$ cat src/rtl/stopwatch_ctrl.sv
// rtl/stopwatch_ctrl.sv - run/pause/lap/clear controller for a BCD mm:ss counter chain
module stopwatch_ctrl #(
  parameter int DIV   = 50000000,
  parameter int CNT_W = 26
) (
  input  logic       clk,
  input  logic       rst,
  input  logic       key_ss,
  input  logic       key_clr,
  input  logic       key_lap,
  input  logic [6:0] sec_bcd,
  input  logic [6:0] min_bcd,
  input  logic       chain_co,
  output logic       cnt_en,
  output logic       cnt_clr,
  output logic [6:0] disp_sec,
  output logic [6:0] disp_min,
  output logic [1:0] state,
  output logic       ovf
);

  typedef enum logic [1:0] {
    IDLE  = 2'b00,
    RUN   = 2'b01,
    PAUSE = 2'b10,
    LAP   = 2'b11
  } state_t;

  localparam logic [CNT_W-1:0] PRESC_MAX = CNT_W'(DIV - 1);

  // Key bit order everywhere: {lap, clr, ss}
  logic [2:0] key_raw;
  logic [2:0] s1_q, s1_d, s2_q, s2_d, s3_q, s3_d, pulse_q, pulse_d;

  state_t           state_q, state_d;
  logic [CNT_W-1:0] presc_q, presc_d;
  logic             cnt_en_q, cnt_en_d;
  logic             cnt_clr_q, cnt_clr_d;
  logic             ovf_q, ovf_d;
  logic [6:0]       lap_sec_q, lap_sec_d, lap_min_q, lap_min_d;

  logic ss_p, clr_p, lap_p, counting, clr_go;

  assign key_raw = {key_lap, key_clr, key_ss};
  assign ss_p    = pulse_q[0];
  assign clr_p   = pulse_q[1];
  assign lap_p   = pulse_q[2];

  // Two-flop synchroniser, then a registered rising-edge pulse per key
  always_comb begin
    s1_d    = key_raw;
    s2_d    = s1_q;
    s3_d    = s2_q;
    pulse_d = s2_q & ~s3_q;
  end

  // Next state, clear pulse, lap capture, prescaler, tick and wrap flag
  always_comb begin
    state_d   = state_q;
    clr_go    = 1'b0;
    lap_sec_d = lap_sec_q;
    lap_min_d = lap_min_q;
    counting  = (state_q == RUN) || (state_q == LAP);

    case (state_q)
      IDLE: begin
        if (clr_p) begin
          clr_go = 1'b1;
        end else if (ss_p) begin
          state_d = RUN;
        end
      end
      RUN: begin
        if (ss_p) begin
          state_d = PAUSE;
        end else if (lap_p) begin
          state_d   = LAP;
          lap_sec_d = sec_bcd;
          lap_min_d = min_bcd;
        end
      end
      LAP: begin
        if (ss_p) begin
          state_d = PAUSE;
        end else if (lap_p) begin
          state_d = RUN;
        end
      end
      PAUSE: begin
        if (clr_p) begin
          state_d = IDLE;
          clr_go  = 1'b1;
        end else if (ss_p) begin
          state_d = RUN;
        end
      end
      default: state_d = IDLE;
    endcase

    // Prescaler keeps its partial count across a pause; only IDLE zeroes it
    if (state_q == IDLE) begin
      presc_d = '0;
    end else if (counting) begin
      presc_d = (presc_q == PRESC_MAX) ? '0 : presc_q + 1'b1;
    end else begin
      presc_d = presc_q;
    end

    cnt_en_d  = counting && (presc_q == PRESC_MAX);
    cnt_clr_d = clr_go;

    if (clr_go) begin
      ovf_d = 1'b0;
    end else if (cnt_en_q && chain_co) begin
      ovf_d = 1'b1;
    end else begin
      ovf_d = ovf_q;
    end
  end

  // State and datapath registers with asynchronous reset
  always_ff @(posedge clk or negedge rst) begin
    if (!rst) begin
      s1_q      <= '0;
      s2_q      <= '0;
      s3_q      <= '0;
      pulse_q   <= '0;
      state_q   <= IDLE;
      presc_q   <= '0;
      cnt_en_q  <= 1'b0;
      cnt_clr_q <= 1'b0;
      ovf_q     <= 1'b0;
      lap_sec_q <= '0;
      lap_min_q <= '0;
    end else begin
      s1_q      <= s1_d;
      s2_q      <= s2_d;
      s3_q      <= s3_d;
      pulse_q   <= pulse_d;
      state_q   <= state_d;
      presc_q   <= presc_d;
      cnt_en_q  <= cnt_en_d;
      cnt_clr_q <= cnt_clr_d;
      ovf_q     <= ovf_d;
      lap_sec_q <= lap_sec_d;
      lap_min_q <= lap_min_d;
    end
  end

  // Display follows the chain except while a lap time is frozen
  always_comb begin
    disp_sec = (state_q == LAP) ? lap_sec_q : sec_bcd;
    disp_min = (state_q == LAP) ? lap_min_q : min_bcd;
  end

  assign cnt_en  = cnt_en_q;
  assign cnt_clr = cnt_clr_q;
  assign state   = state_q;
  assign ovf     = ovf_q;

endmodule

$ cat config.mk
export PLATFORM = sky130hd
export DESIGN_NAME = stopwatch_ctrl
export DESIGN_NICKNAME = d
export VERILOG_FILES = /design/src/rtl/stopwatch_ctrl.sv
export SDC_FILE = /design/constraint.sdc
export NUM_CORES = 1
export LEC_CHECK = 0
export CAP_MARGIN = 20
export CORE_MARGIN = 8
export CORE_UTILIZATION = 55
export DETAILED_ROUTE_END_ITERATION = 6
export PLACE_DENSITY = 0.8
export SLEW_MARGIN = 0
export SYNTH_ARGS = -nofsm -noshare
export SYNTH_HDL_FRONTEND = slang
export SYNTH_SLANG_ARGS = --single-unit
export TNS_END_PERCENT = 5
$ cat constraint.sdc
create_clock -name clk -period 3.3 [get_ports clk]
set_clock_uncertainty 0.1 [all_clocks]
set_input_delay 0.66 -clock clk [delete_from_list [all_inputs] [get_ports clk]]
set_output_delay 0.66 -clock clk [all_outputs]
set_load 0.005 [all_outputs]
Word level (Yosys, flattened, before mapping) --
Index checks and enable logic that the tools add are counted.
Word-level totals: bits in registers 57, input port bits 20, output and inout bits 19, logic and storage cells 48
Operators by class: $add $sub $neg 1, eq/ne operators 7, multiplexer cells 17, bitwise gates (word level) 3, reduce and logical (&&, ||, !) cells 9
Operators with widths (count):
- $mux 26 | 3
- $add 26x1->26 const B | 1
- $eq 26x26->1 const B | 1
- $mux 2 | 7
- $mux 7 | 2
- $pmux 2 s4 | 1
- $ne 3x3->1 const B | 2
- $reduce_and 3->1 | 2
- $eq 2x2->1 const B | 2
- $mux 1 | 4
- $reduce_bool 2->1 | 2
- $and 3x3->3 | 1
- $not 3->3 | 1
- $eq 2x1->1 const B | 1
- $logic_and 1x1->1 | 2
- $logic_not 2->1 | 1
- $ne 2x2->1 const B | 1
- $reduce_or 2->1 | 1
- $logic_or 1x1->1 | 1
- $not 1->1 | 1

Depth between registers and ports, before layout --
word-level depth 4, gate-level depth with buffers 6, mapped depth without buffers 5

Worst setup path before layout --
Ideal clock, no wire load.
path kind reg-to-reg, from register presc_q[16], to register presc_q[1], setup time 121 ps, arrival time 2290 ps, slack 789 ps, stages on the path, launching flop included 5, cell sequence dfrtp_1 -> or4_1 -> or4_4 -> or4_4 -> a32o_2
Between the ends: longest elaborated chain between the ends 4
Ends and longest elaborated chain:
- start: declaration | RTL line 36 | logic [CNT_W-1:0] presc_q, presc_d;
- start signal: assignment | RTL line 141 | presc_q <= presc_d;
- $eq 26x26->1 | RTL line 104 | presc_d = (presc_q == PRESC_MAX) ? '0 : presc_q + 1'b1;
- $mux 26 | RTL line 104
- $mux 26 | RTL line 103 | end else if (counting) begin
- $mux 26 | RTL line 101 | if (state_q == IDLE) begin
Every way passes these cells. The select of a mux whose other input is x is not followed. A chain may end at the register's enable or synchronous reset.

Final worst setup path --
from register state_q[0] (netlist: state[0]), to output disp_min[5]
Between the ends: longest elaborated chain between the ends 2
Ends and longest elaborated chain:
- start: declaration | RTL line 35 | state_t state_q, state_d;
- start signal: assignment | RTL line 140 | state_q <= state_d;
- $eq 2x2->1 | RTL line 153 | disp_min = (state_q == LAP) ? lap_min_q : min_bcd;
- $mux 7 | RTL line 153
- end: declaration | RTL line 17 | output logic [6:0] disp_min,
Every way passes these cells.

==> metrics.log <==
[metrics] status: finished clean
[metrics] most used standard cell by instance count after synthesis: sky130_fd_sc_hd__dfrtp_1
[metrics] Top FF cell, synth: sky130_fd_sc_hd__dfrtp_1
[metrics] capture point of the worst path: disp_min[5]
[metrics] most area-hungry cell type in the Yosys netlist: sky130_fd_sc_hd__dfrtp_1
[metrics] Inserted Clock Buffers: 9
[metrics] Setup-failing EPs final: 0
[metrics] met2 usage: 28.45%
[metrics] total number of cells along the worst setup path: 3
[metrics] flip-flop and latch count after synthesis: 57
[metrics] post-DR wirelength/cell: 16.51 um
[metrics] total number of vias: 2,224
[metrics] Synthesized Nets: 291
[metrics] cell types occupying the most area after synthesis: sky130_fd_sc_hd__dfrtp_1 49%, sky130_fd_sc_hd__mux2_2 6.6%, sky130_fd_sc_hd__nand2_1 4.7%
[metrics] die height: 88.59 um
[metrics] area share of the leading cell type in the synthesized netlist: 49.22%
[metrics] slowest CP cell: sky130_fd_sc_hd__dfrtp_1
[metrics] Post-DP Area: 0.003308 mm2
[metrics] Req. time, crit path: 2.54 ns
[metrics] FF-to-FF path depth: 4
[metrics] family with the most delay on the worst path: flip-flops
[metrics] static power due to leakage: 1.404 nW
[metrics] worst slack after detailed placement: 0.6482 ns
[metrics] layout filler cell count: 379
[metrics] transition time at the pin with the least slew margin: 0.6361 ns
[metrics] r2r setup slk: 0.67 ns
[metrics] IR Drop Worst-Case VDD: 0.0003751 V
[metrics] summed area of non-filler cells in the final layout: 0.003571 mm2
[metrics] sequential fraction of the synthesis area: 49.22%
[metrics] maximum frequency from static timing analysis: 331.1 MHz
[metrics] classification of the worst setup path: reg2out
[metrics] layout overhead on the synthesized area: 23.23%
[metrics] htree depth: 3
[metrics] max cap viols: 0
[metrics] Reg2Reg Launch Point: presc_q[16]
[metrics] global route overflow: 0
[metrics] largest stage delay on the critical path: 0.59 ns
[metrics] floorplan die area: 0.007847 mm2
[metrics] Final #Nets: 330
[metrics] Clock Pin Slew Worst Setup and Hold Paths: 0.07 ns
[metrics] starting density of the core: 56.74%
[metrics] Detailed Route Iter0 Violations: 179
[metrics] Diodes inserted: 0
[metrics] hold_ws: 0.01931 ns
[metrics] via count of the first global-routing pass: 2,140
[metrics] Buf/Inv on CP: 1
[metrics] GRT Total Usage: 17.82%
[metrics] Netlist cell types: 48
[metrics] syn avg cell area: 10.77 um2
[metrics] worst slew margin relative to its limit: 57.27%
[metrics] final routed wirelength across all metal layers: 6322 um
[metrics] final routed DRC violation total: 0
[metrics] layout cell share with drive strength beyond 1: 16.29%
[metrics] Setup Fix Bufs, Post-CTS: 0
[metrics] Max Transition Viols Final: 0
[metrics] endpoint of the most critical register-to-register path: presc_q[1]
[metrics] die boundary width: 88.59 um
[metrics] Max Fanout on Critical Path: 14
[metrics] cell-by-cell trace of the critical path: nand2_1 > mux2_2 > clkdlybuf4s50_1
[metrics] # clock sinks: 57
[metrics] worst setup path startpoint: state[0]
[metrics] Max Root-Sink Buffers: 2
[metrics] Ys Warns: 0
[metrics] post-cts hold buffer count: 0
[metrics] number of iterations in the first detailed-routing pass: 4
[metrics] Setup crit end kind: output port
[metrics] # rows: 26
[metrics] unrepaired setup endpoints after global routing: no
[metrics] root buffer cell: sky130_fd_sc_hd__clkbuf_8
[metrics] class of the tightest hold or removal check: in2async
[metrics] number of vias per cell: 5.807
[metrics] startpoint type of the worst setup path: flip-flop
[metrics] quantity of gates resized following cts: 0
[metrics] Sequential Area: 0.001426 mm2
[metrics] Final Cycle Share: 91.52%
[metrics] Top Usage Layer GRT: met2
[metrics] source-to-sink clock delay at the later pin of the worst-skew pair: 0.34 ns
[metrics] count of flip-flops with a built-in enable after synthesis: 0
[metrics] number of buffers inserted by port buffering: 38
[metrics] CTS tree: yes
[metrics] crit path DAT: 2.26 ns
[metrics] fraction of met1 tracks used by global routing: 22.91%
[metrics] Min Clock Period, post-route: 3.020 ns
[metrics] most frequent cells after synthesis: 57 x sky130_fd_sc_hd__dfrtp_1, 36 x sky130_fd_sc_hd__nand2_1, 17 x sky130_fd_sc_hd__mux2_2
[metrics] Antenna Nets Post-Route: 0
[metrics] combined area of the multi-input logic cells: 0.001363 mm2
[metrics] number of hold-slack violations in the final timing report: 0
[metrics] number of top-level pins: 39
[metrics] power density relative to cell area: 563.5 mW/mm2
[metrics] pin count of the biggest net entering global routing: 46
[metrics] cell count after synthesis: 269
[metrics] core footprint: 0.005107 mm2
[metrics] sum of negative setup slack: 0 ns
[metrics] Detail Placement HPWL: 4352 um
[metrics] final estimated routing congestion in global placement: 0.7974
[metrics] initial antenna violation count: 0
[metrics] global-route met3 utilization: 3.993%
[metrics] worst setup slack after layout: 0.2799 ns
[metrics] Post-Syn Area: 0.002898 mm2
[metrics] proportion of register bits with asynchronous set or reset after synthesis: 100.0%
[metrics] first-pass GRT wire length: 10,780 um
## worst min path at each step
| stage | startpoint | end | slack, ns | cells past startpoint |
|---|---|---|---|---|
| 2_1_floorplan | s1_q[0] | s2_q[0] | 0.23 | 0 |
| 3_3_place_gp | s1_q[0] | s2_q[0] | 0.24 | 0 |
| 3_5_place_dp | s1_q[1] | s2_q[1] | 0.24 | 0 |
| 4_1_cts | s1_q[2] | s2_q[2] | 0.25 | 0 |
| 5_1_grt | rst | s2_q[0] | 0.02 | 1 |
| 6_report | rst | s1_q[0] | 0.02 | 1 |
## cells in the final DEF, fill, tap and decap left out, types with 6 or more instances in the layout
| cell | instances |
|---|---|
| sky130_fd_sc_hd__nor2_1 | 10 |
| sky130_fd_sc_hd__xnor2_1 | 9 |
| sky130_fd_sc_hd__a22oi_1 | 10 |
| sky130_fd_sc_hd__o21ai_1 | 14 |
| sky130_fd_sc_hd__o21ai_0 | 6 |
| sky130_fd_sc_hd__mux2_2 | 17 |
| sky130_fd_sc_hd__mux2_1 | 11 |
| sky130_fd_sc_hd__dfrtp_1 | 57 |
| sky130_fd_sc_hd__clkbuf_8 | 9 |
| sky130_fd_sc_hd__clkdlybuf4s50_1 | 37 |
| sky130_fd_sc_hd__nand4_1 | 10 |
| sky130_fd_sc_hd__nand3_1 | 7 |
| sky130_fd_sc_hd__nand2_1 | 36 |
## through the flow
| stage | utilization (%) | cells | power, W |
|---|---|---|---|
| after floorplan | - | 269 | 0.001067 |
| after CTS | 69.52 | 382 | 0.002022 |
| after global placement | 64.77 | 366 | 0.001211 |
| after global routing | 69.92 | 383 | 0.002102 |
| final | 69.92 | 383 | 0.002012 |
| after detailed placement | 64.77 | 366 | 0.001227 |
## worst register-to-register path, cell delays in order, from the launching register on
cell	delay, ns
sky130_fd_sc_hd__dfrtp_1	0.46
sky130_fd_sc_hd__or4_1	0.54
sky130_fd_sc_hd__or4_4	0.58
sky130_fd_sc_hd__or4_4	0.57
sky130_fd_sc_hd__a32o_2	0.28
## final cells by class
cell class	count	share of cell area, %
Clock buffer	10	3.574
Sequential cell	57	39.94
Clock inverter	6	3.224
Inverter	5	0.5256
Timing Repair Buffer	44	12.12
Multi-Input combinational cell	191	38.16
Tap cell	70	2.453
## cells by family after synthesis
| logic type | Yosys count | synth area share [%] |
|---|---|---|
| muxes | 28 | 10.88 |
| and+or+nand+nor | 96 | 17.75 |
| buffers and inverters | 21 | 3.929 |
| adders and majority gates | 2 | 0.8634 |
| DFF | 57 | 49.22 |
| AOI/OAI and AO/OA | 51 | 13.13 |
| xor gates and xnor gates | 14 | 4.232 |
## sequential cells by signal, summed over array words and instances, names as in the netlist
register / count
cnt_clr: 1
cnt_en: 1
lap_min_q: 7
lap_sec_q: 7
ovf: 1
presc_q: 26
pulse_q: 3
s1_q: 3
s2_q: 3
s3_q: 3
state: 2
## routing by layer
layer | up-vias | routed length (um)
li1 | 1072 | -
met1 | 1076 | 2882
met2 | 64 | 2985
met3 | 12 | 360
met4 | 0 | 93
met5 | - | 0
## power breakdown
group          switching (W)  total, W  internal, W
sequential         0.0000756  0.000885     0.000809
clock               0.000294  0.000800     0.000505
combinational       0.000138  0.000328     0.000190
total               0.000508   0.00201      0.00150
Note: power is estimated with default switching activity, not from simulation.
